**config.mk**
```make
export PLATFORM = sky130hd
export DESIGN_NAME = snake_move_scheduler_flat
export DESIGN_NICKNAME = d
export VERILOG_FILES = /design/src/rtl/snake_pkg.sv /design/src/rtl/snake_move_scheduler_if.sv /design/src/rtl/snake_tick_divider.sv /design/src/rtl/snake_move_scheduler.sv /design/src/flat_wrapper.sv
export SDC_FILE = /design/constraint.sdc
export NUM_CORES = 1
export LEC_CHECK = 0
export CORE_MARGIN = 4
export CORE_UTILIZATION = 35
export DETAILED_ROUTE_END_ITERATION = 8
export GPL_ROUTABILITY_DRIVEN = 1
export PLACE_DENSITY = 0.6
export SYNTH_ARGS = -nofsm -noshare
export SYNTH_HDL_FRONTEND = slang
export SYNTH_SLANG_ARGS = --single-unit
```
**constraint.sdc**
```tcl
create_clock -name Clk_24mhz -period 2.8 [get_ports Clk_24mhz]
set_input_delay 0.28 -clock Clk_24mhz [delete_from_list [all_inputs] [get_ports Clk_24mhz]]
set_output_delay 0.28 -clock Clk_24mhz [all_outputs]
set_load 0.1 [all_outputs]
```
**src/rtl/snake_pkg.sv**
```systemverilog
// Shared encodings for the snake move scheduler: game status, directions
// and the scheduler state enum.
package snake_pkg;

    localparam logic [2:0] GS_START = 3'b001;
    localparam logic [2:0] GS_PLAY  = 3'b010;
    localparam logic [2:0] GS_END   = 3'b100;

    localparam logic [1:0] DIR_UP    = 2'b00;
    localparam logic [1:0] DIR_DOWN  = 2'b01;
    localparam logic [1:0] DIR_LEFT  = 2'b10;
    localparam logic [1:0] DIR_RIGHT = 2'b11;

    typedef enum logic [1:0] {
        ST_IDLE      = 2'd0,
        ST_WAIT_TICK = 2'd1,
        ST_MOVE      = 2'd2
    } sched_state_e;

    // Up/down and left/right differ only in bit 0.
    function automatic logic [1:0] dir_opposite(input logic [1:0] d);
        return {d[1], ~d[0]};
    endfunction

endpackage

```
**src/rtl/snake_move_scheduler_if.sv**
```systemverilog
// Bundle between the scheduler, the game-status controller, the keys and
// the body/collision datapath.
interface snake_move_scheduler_if #(
    parameter int LEN_W = 5
);
    import snake_pkg::*;

    logic [2:0]       Game_status;
    logic             Key_left;
    logic             Key_right;
    logic             Key_up;
    logic             Key_down;
    logic             Food_eaten;
    logic             Move_ack;
    logic             Move_req;
    logic             Grow;
    logic [1:0]       Dir;
    logic [LEN_W-1:0] Body_len;
    logic [2:0]       Speed_level;
    sched_state_e     State_dbg;

    // Move_req is held high (with Dir and Grow stable) until Move_ack is seen
    // high on a rising edge; a step completes on exactly that edge, and
    // Move_ack may arrive in the first Move_req cycle.
    modport slave (
        input  Game_status, Key_left, Key_right, Key_up, Key_down,
        input  Food_eaten, Move_ack,
        output Move_req, Grow, Dir, Body_len, Speed_level, State_dbg
    );

    modport master (
        output Game_status, Key_left, Key_right, Key_up, Key_down,
        output Food_eaten, Move_ack,
        input  Move_req, Grow, Dir, Body_len, Speed_level, State_dbg
    );

endinterface

```
**src/rtl/snake_tick_divider.sv**
```systemverilog
// Programmable-period counter: counts while not cleared and pulses tick_o
// on the cycle the count equals period_i-1, then wraps to zero.
module snake_tick_divider #(
    parameter int CNT_W = 22
) (
    input  logic             clk_i,
    input  logic             rst_i,
    input  logic             clr_i,
    input  logic [CNT_W-1:0] period_i,
    output logic             tick_o
);

    logic [CNT_W-1:0] cnt_q;
    logic [CNT_W-1:0] cnt_d;

    assign tick_o = !clr_i && (cnt_q == period_i - CNT_W'(1));

    always_comb begin
        cnt_d = cnt_q + CNT_W'(1);
        if (clr_i || tick_o) begin
            cnt_d = '0;
        end
    end

    always_ff @(posedge clk_i or posedge rst_i) begin
        if (rst_i) begin
            cnt_q <= '0;
        end else begin
            cnt_q <= cnt_d;
        end
    end

endmodule

```
**src/rtl/snake_move_scheduler.sv**
```systemverilog
// Paces snake steps during PLAY, commits direction without reversals, and
// tracks pending growth and speed level from food events.
module snake_move_scheduler
    import snake_pkg::*;
#(
    parameter int TICK_DIV     = 2_400_000,
    parameter int MIN_DIV      = 600_000,
    parameter int SPEEDUP_STEP = 120_000,
    parameter int MAX_LEN      = 16,
    parameter int INIT_LEN     = 3,
    parameter int LEN_W        = 5
) (
    input logic                   Clk_24mhz,
    input logic                   Rst,
    snake_move_scheduler_if.slave bus
);

    localparam int CNT_W  = $clog2(TICK_DIV + 1);
    localparam int PROD_W = CNT_W + 3;
    localparam logic [PROD_W-1:0] TICK_P = PROD_W'(TICK_DIV);
    localparam logic [PROD_W-1:0] MIN_P  = PROD_W'(MIN_DIV);
    localparam logic [PROD_W-1:0] STEP_P = PROD_W'(SPEEDUP_STEP);

    sched_state_e     state_q, state_d;
    logic [1:0]       dir_q, dir_d, dir_next_q, dir_next_d;
    logic             grow_q, grow_d;
    logic [LEN_W-1:0] len_q, len_d;
    logic [2:0]       speed_q, speed_d;
    logic [1:0]       pend_q, pend_d;
    logic [1:0]       food_q, food_d;
    logic [CNT_W-1:0] period_q, period_d, period_calc;
    logic [PROD_W-1:0] reduction;

    logic is_play, is_start, ack_ok, rise, enter_wait, tick;
    logic key_valid, grow_dec;
    logic [1:0] key_dir;

    snake_tick_divider #(.CNT_W(CNT_W)) u_tick (
        .clk_i   (Clk_24mhz),
        .rst_i   (Rst),
        .clr_i   (state_q != ST_WAIT_TICK),
        .period_i(period_q),
        .tick_o  (tick)
    );

    // Compare before subtracting so the period never underflows.
    always_comb begin
        reduction = PROD_W'(speed_q) * STEP_P;
        if (reduction + MIN_P >= TICK_P) begin
            period_calc = CNT_W'(MIN_DIV);
        end else begin
            period_calc = CNT_W'(TICK_P - reduction);
        end
    end

    always_comb begin
        is_play  = (bus.Game_status == GS_PLAY);
        is_start = (bus.Game_status == GS_START);
        ack_ok   = (state_q == ST_MOVE) && is_play && bus.Move_ack;

        state_d = state_q;
        if (!is_play) begin
            state_d = ST_IDLE;
        end else begin
            case (state_q)
                ST_IDLE:      state_d = ST_WAIT_TICK;
                ST_WAIT_TICK: if (tick) state_d = ST_MOVE;
                ST_MOVE:      if (bus.Move_ack) state_d = ST_WAIT_TICK;
                default:      state_d = ST_IDLE;
            endcase
        end
        rise       = (state_q == ST_WAIT_TICK) && (state_d == ST_MOVE);
        enter_wait = (state_d == ST_WAIT_TICK) && (state_q != ST_WAIT_TICK);
    end

    always_comb begin
        key_valid = 1'b1;
        key_dir   = DIR_RIGHT;
        if (bus.Key_up)         key_dir = DIR_UP;
        else if (bus.Key_down)  key_dir = DIR_DOWN;
        else if (bus.Key_left)  key_dir = DIR_LEFT;
        else if (bus.Key_right) key_dir = DIR_RIGHT;
        else                    key_valid = 1'b0;
    end

    always_comb begin
        dir_d      = dir_q;
        dir_next_d = dir_next_q;
        grow_d     = grow_q;
        len_d      = len_q;
        speed_d    = speed_q;
        pend_d     = pend_q;
        food_d     = food_q;
        grow_dec   = ack_ok && grow_q;
        period_d   = enter_wait ? period_calc : period_q;

        if (is_start) begin
            dir_d      = DIR_RIGHT;
            dir_next_d = DIR_RIGHT;
            len_d      = LEN_W'(INIT_LEN);
            speed_d    = '0;
            pend_d     = '0;
            food_d     = '0;
        end else if (is_play) begin
            // Reversal is judged against the committed direction only.
            if (key_valid && (key_dir != dir_opposite(dir_q))) begin
                dir_next_d = key_dir;
            end
            if (rise) begin
                dir_d  = dir_next_q;
                grow_d = (pend_q != 2'd0) && (len_q < LEN_W'(MAX_LEN));
            end
            if (grow_dec) begin
                len_d = len_q + LEN_W'(1);
            end
            if (len_q == LEN_W'(MAX_LEN)) begin
                pend_d = '0;
            end else if (bus.Food_eaten && !grow_dec) begin
                pend_d = (pend_q == 2'd3) ? 2'd3 : pend_q + 2'd1;
            end else if (!bus.Food_eaten && grow_dec) begin
                pend_d = pend_q - 2'd1;
            end
            if (bus.Food_eaten) begin
                food_d = food_q + 2'd1;
                if ((food_q == 2'd3) && (speed_q != 3'd7)) begin
                    speed_d = speed_q + 3'd1;
                end
            end
        end

        if (state_d != ST_MOVE) begin
            grow_d = 1'b0;
        end
    end

    always_ff @(posedge Clk_24mhz or posedge Rst) begin
        if (Rst) begin
            state_q    <= ST_IDLE;
            dir_q      <= DIR_RIGHT;
            dir_next_q <= DIR_RIGHT;
            grow_q     <= 1'b0;
            len_q      <= LEN_W'(INIT_LEN);
            speed_q    <= '0;
            pend_q     <= '0;
            food_q     <= '0;
            period_q   <= CNT_W'(TICK_DIV);
        end else begin
            state_q    <= state_d;
            dir_q      <= dir_d;
            dir_next_q <= dir_next_d;
            grow_q     <= grow_d;
            len_q      <= len_d;
            speed_q    <= speed_d;
            pend_q     <= pend_d;
            food_q     <= food_d;
            period_q   <= period_d;
        end
    end

    assign bus.Move_req    = (state_q == ST_MOVE);
    assign bus.Grow        = grow_q;
    assign bus.Dir         = dir_q;
    assign bus.Body_len    = len_q;
    assign bus.Speed_level = speed_q;
    assign bus.State_dbg   = state_q;

endmodule

```
**src/flat_wrapper.sv**
```systemverilog
// flat-port wrapper written by rule: the top's interface ports become plain ports
module snake_move_scheduler_flat import snake_pkg::*;
#(
    parameter int TICK_DIV     = 2_400_000,
    parameter int MIN_DIV      = 600_000,
    parameter int SPEEDUP_STEP = 120_000,
    parameter int MAX_LEN      = 16,
    parameter int INIT_LEN     = 3,
    parameter int LEN_W        = 5
)
  (Clk_24mhz, Rst, bus_Game_status, bus_Key_left, bus_Key_right, bus_Key_up, bus_Key_down, bus_Food_eaten, bus_Move_ack, bus_Move_req, bus_Grow, bus_Dir, bus_Body_len, bus_Speed_level, bus_State_dbg);
  snake_move_scheduler_if #(.LEN_W(LEN_W)) bus_i ();
  input logic Clk_24mhz;
  input logic Rst;
  input wire logic [$bits(bus_i.Game_status)-1:0] bus_Game_status;
  input wire logic [$bits(bus_i.Key_left)-1:0] bus_Key_left;
  input wire logic [$bits(bus_i.Key_right)-1:0] bus_Key_right;
  input wire logic [$bits(bus_i.Key_up)-1:0] bus_Key_up;
  input wire logic [$bits(bus_i.Key_down)-1:0] bus_Key_down;
  input wire logic [$bits(bus_i.Food_eaten)-1:0] bus_Food_eaten;
  input wire logic [$bits(bus_i.Move_ack)-1:0] bus_Move_ack;
  output wire logic [$bits(bus_i.Move_req)-1:0] bus_Move_req;
  output wire logic [$bits(bus_i.Grow)-1:0] bus_Grow;
  output wire logic [$bits(bus_i.Dir)-1:0] bus_Dir;
  output wire logic [$bits(bus_i.Body_len)-1:0] bus_Body_len;
  output wire logic [$bits(bus_i.Speed_level)-1:0] bus_Speed_level;
  output wire logic [$bits(bus_i.State_dbg)-1:0] bus_State_dbg;
  assign bus_i.Game_status = bus_Game_status;
  assign bus_i.Key_left = bus_Key_left;
  assign bus_i.Key_right = bus_Key_right;
  assign bus_i.Key_up = bus_Key_up;
  assign bus_i.Key_down = bus_Key_down;
  assign bus_i.Food_eaten = bus_Food_eaten;
  assign bus_i.Move_ack = bus_Move_ack;
  assign bus_Move_req = bus_i.Move_req;
  assign bus_Grow = bus_i.Grow;
  assign bus_Dir = bus_i.Dir;
  assign bus_Body_len = bus_i.Body_len;
  assign bus_Speed_level = bus_i.Speed_level;
  assign bus_State_dbg = bus_i.State_dbg;
  snake_move_scheduler #(.TICK_DIV(TICK_DIV), .MIN_DIV(MIN_DIV), .SPEEDUP_STEP(SPEEDUP_STEP), .MAX_LEN(MAX_LEN), .INIT_LEN(INIT_LEN), .LEN_W(LEN_W)) u_core (.Clk_24mhz(Clk_24mhz), .Rst(Rst), .bus(bus_i));
endmodule
```
==> results.cfg <==
[placed_design]
place_hpwl_um = 6670
portBuffers = 24
place_area_sq_mm = 0.00451
place.gp.congestion = 0.799

[layout]
fin_area_sq_mm = 0.00484
fillers = 1101
seqCellArea_sq_mm = 0.00145
multi_input_area_sq_mm = 0.00251
layout-drive-gt1-share = 0.190
post-route-util = 0.439
fin_nets = 529
insertedDiodeCount = 0
layout-area-overhead-vs-synth_pct = 21.1

[detailed_routing]
drt_iter0_markers = 155
drc = 0
drt-vias-per-instance = 5.05
vias = 3239
detail-route-antenna-nets = 0
wirelength_um = 8890
first_pass_iters = 5
post_drt_wl_per_cell_um = 13.9

[synthesis]
synth-edff-count = 0
syn_area_per_cell_sq_um = 8.73
syn_nets = 491
ys_types = 65
syn_inst = 458
post-synth-top-count-cell = nor2_1
synthTopCellsByArea = dfrtp_1, dfstp_2, xnor2_1
synthesis.area_sq_mm = 0.00400
yosysWarnings = 0
synthTopCellsByCount = nor2_1, nand2_1, dfrtp_1, xnor2_1, o21ai_0
ys.flop_type = dfrtp_1
ys_async_sr_fraction = 1.00
yosysTopAreaCellShare = 0.269
synth_seq_cells = 57
yosysSeqAreaShare = 0.361
yosysTopAreaCell = dfrtp_1

[clocking]
htree_levels = 3
cts-root-buf = clkbuf_16
cts_sinks = 57
clk_pin_slew_ns = 0.05
clk_path_buf_depth = 2
cts_tree = yes
clk-insertion-delay-late_ns = 0.33
cts_buffers = 9

[critical_path]
cp.arrival_ns = 2.88
crit_path_start_kind = flip-flop
worst_setup_path_end_kind = flip-flop
required_ns = 2.97
critPathKind = flip-flop to flip-flop
cp_max_fo = 7

[floorplan]
rows = 38
ios = 25
die_w_um = 115
start_util = 0.362
die-area_sq_mm = 0.0132
die_h_um = 115
design.core.area_sq_mm = 0.0110

[global_routing]
grt_use_total = 0.143
antenna_found_initial = 0
grt_pass1_wl_um = 15300
grt_max_degree = 58
gr-total-overflow = 0
grt_pass1_vias = 3148

[sta]
timing.fmax_ghz = 0.370
skew_ns = 0.00724
period_minus_slack_ns = 2.70
rsz0062_at_grt = yes
slew_viol_final = 0
fin_crit_sh = 0.965
hold_viol_final = 0
holdWs_ns = 0.320
tightest_slew_ns = 0.776
relSlewSlack = 0.481
finalSetupViolations = 0

[pwr]
power_density_mw_per_mm2 = 485
ir_drop_v = 0.000456
power_mw = 2.35
p_leak_nw = 2.03

[hold_path]
worstHoldPathType = input port to async pin

[run]
maxCapViolCount = 0

[run_status]
status = finished clean
==> layout make-up <==
class	count	share of cell area
multi-input combinational	367	0.520
sequential	57	0.300
timing repair buffer	42	0.0729
clock buffer	13	0.0538
tap	140	0.0362
inverter	19	0.0147
clock inverter	3	0.00310
==> state kept, by name, indices dropped and copies added (netlist names) <==
register / cells
u_core.bus.Dir: 2
u_core.bus.Grow: 1
u_core.food_q: 2
u_core.period_q: 16
u_core.bus.Body_len: 5
u_core.dir_next_q: 2
u_core.pend_q: 2
u_core.u_tick.cnt_q: 22
u_core.bus.Speed_level: 3
u_core.bus.State_dbg: 2
==> stage by stage <==
stage          cells  setup slack (ns)  TNS, ns
4_1_cts          637            0.0664        0
3_3_place_gp     621             0.147        0
5_1_grt          641           -0.0715  -0.0715
2_1_floorplan    458           -0.0801   -0.101
6_report         641            0.0989        0
3_5_place_dp     621            0.0823        0
==> routing by layer <==
metal	global-route usage	share of wire
met2	0.220	0.46
met5	0	0
met4	0.0423	0.0071
met1	0.199	0.52
met3	0.0374	0.017
==> path summary, 6_finish.rpt <==
| path | end | slack, ns | startpoint | cells past startpoint |
|---|---|---|---|---|
| worst max-delay path | u_core.period_q[19] | 0.1 | u_core.bus.Speed_level[0] | 10 |
| worst min-delay path | u_core.u_tick.cnt_q[4] | 0.32 | Rst | 3 |
| worst max register to register | u_core.period_q[19] | 0.1 | u_core.bus.Speed_level[0] | 10 |
| worst min register to register | u_core.period_q[21] | 0.49 | u_core.period_q[21] | 2 |
| max in group asynchronous | u_core.period_q[8] | 2.17 | Rst | 3 |
| min in group Clk_24mhz | u_core.period_q[21] | 0.49 | u_core.period_q[21] | 2 |
==> repair_timing <==
action / CTS / global route
endpoints found under the setup margin: 0 / 24
endpoints found under the hold margin: 0 / 0
hold buffers: 0 / 0
buffers inserted: 0 / 4
gates resized for setup: 0 / 4
==> where the power goes <==
group	internal (mW)	leakage [nW]	switching, mW
sequential	0.901	0.729	0.0643
clock	0.641	0.139	0.359
combinational	0.172	1.16	0.209
==> worst max-delay path: stages (launching register included) <==
cell      delay, ns
dfrtp_2        0.46
buf_4          0.16
fa_1           0.59
ha_4           0.23
nand2_1        0.07
a211oi_1       0.05
a211oi_1       0.29
xor2_1         0.15
a311oi_2       0.31
xor2_1         0.18
o21ai_1        0.07
==> logic make-up (layout without fill, tap and decap cells) <==
kind of cell / count (synthesis) / after routing / share of synthesized area
fa+ha+maj: 22 / 22 / 0.0726
mux: 8 / 8 / 0.0203
buf+inv: 34 / 77 / 0.0369
xor+xnor: 64 / 64 / 0.140
simple gates: 186 / 186 / 0.227
flops: 57 / 57 / 0.361
compound gates: 87 / 87 / 0.142
==> cells in the final DEF (no fill, tap or decap), drive strengths merged, types with 3 or more instances in the layout <==
master | Yosys | routed
a311oi | 3 | 3
and4 | 3 | 3
nor4 | 5 | 5
o211ai | 6 | 6
o21ai | 32 | 32
nor2 | 65 | 65
nand3 | 15 | 15
or2 | 4 | 4
buf | 4 | 32
nor3 | 12 | 12
mux2i | 7 | 7
clkbuf | 11 | 13
clkdlybuf4s50 | 0 | 10
xnor2 | 38 | 38
nand2b | 3 | 3
dfrtp | 43 | 43
a21oi | 13 | 13
a22oi | 3 | 3
clkinv | 0 | 3
a31oi | 7 | 7
nand4 | 6 | 6
ha | 20 | 20
o31ai | 3 | 3
dfstp | 14 | 14
nor2b | 5 | 5
and3 | 4 | 4
inv | 19 | 19
xor2 | 26 | 26
nand2 | 47 | 47
(Power assumes the default switching activity.)
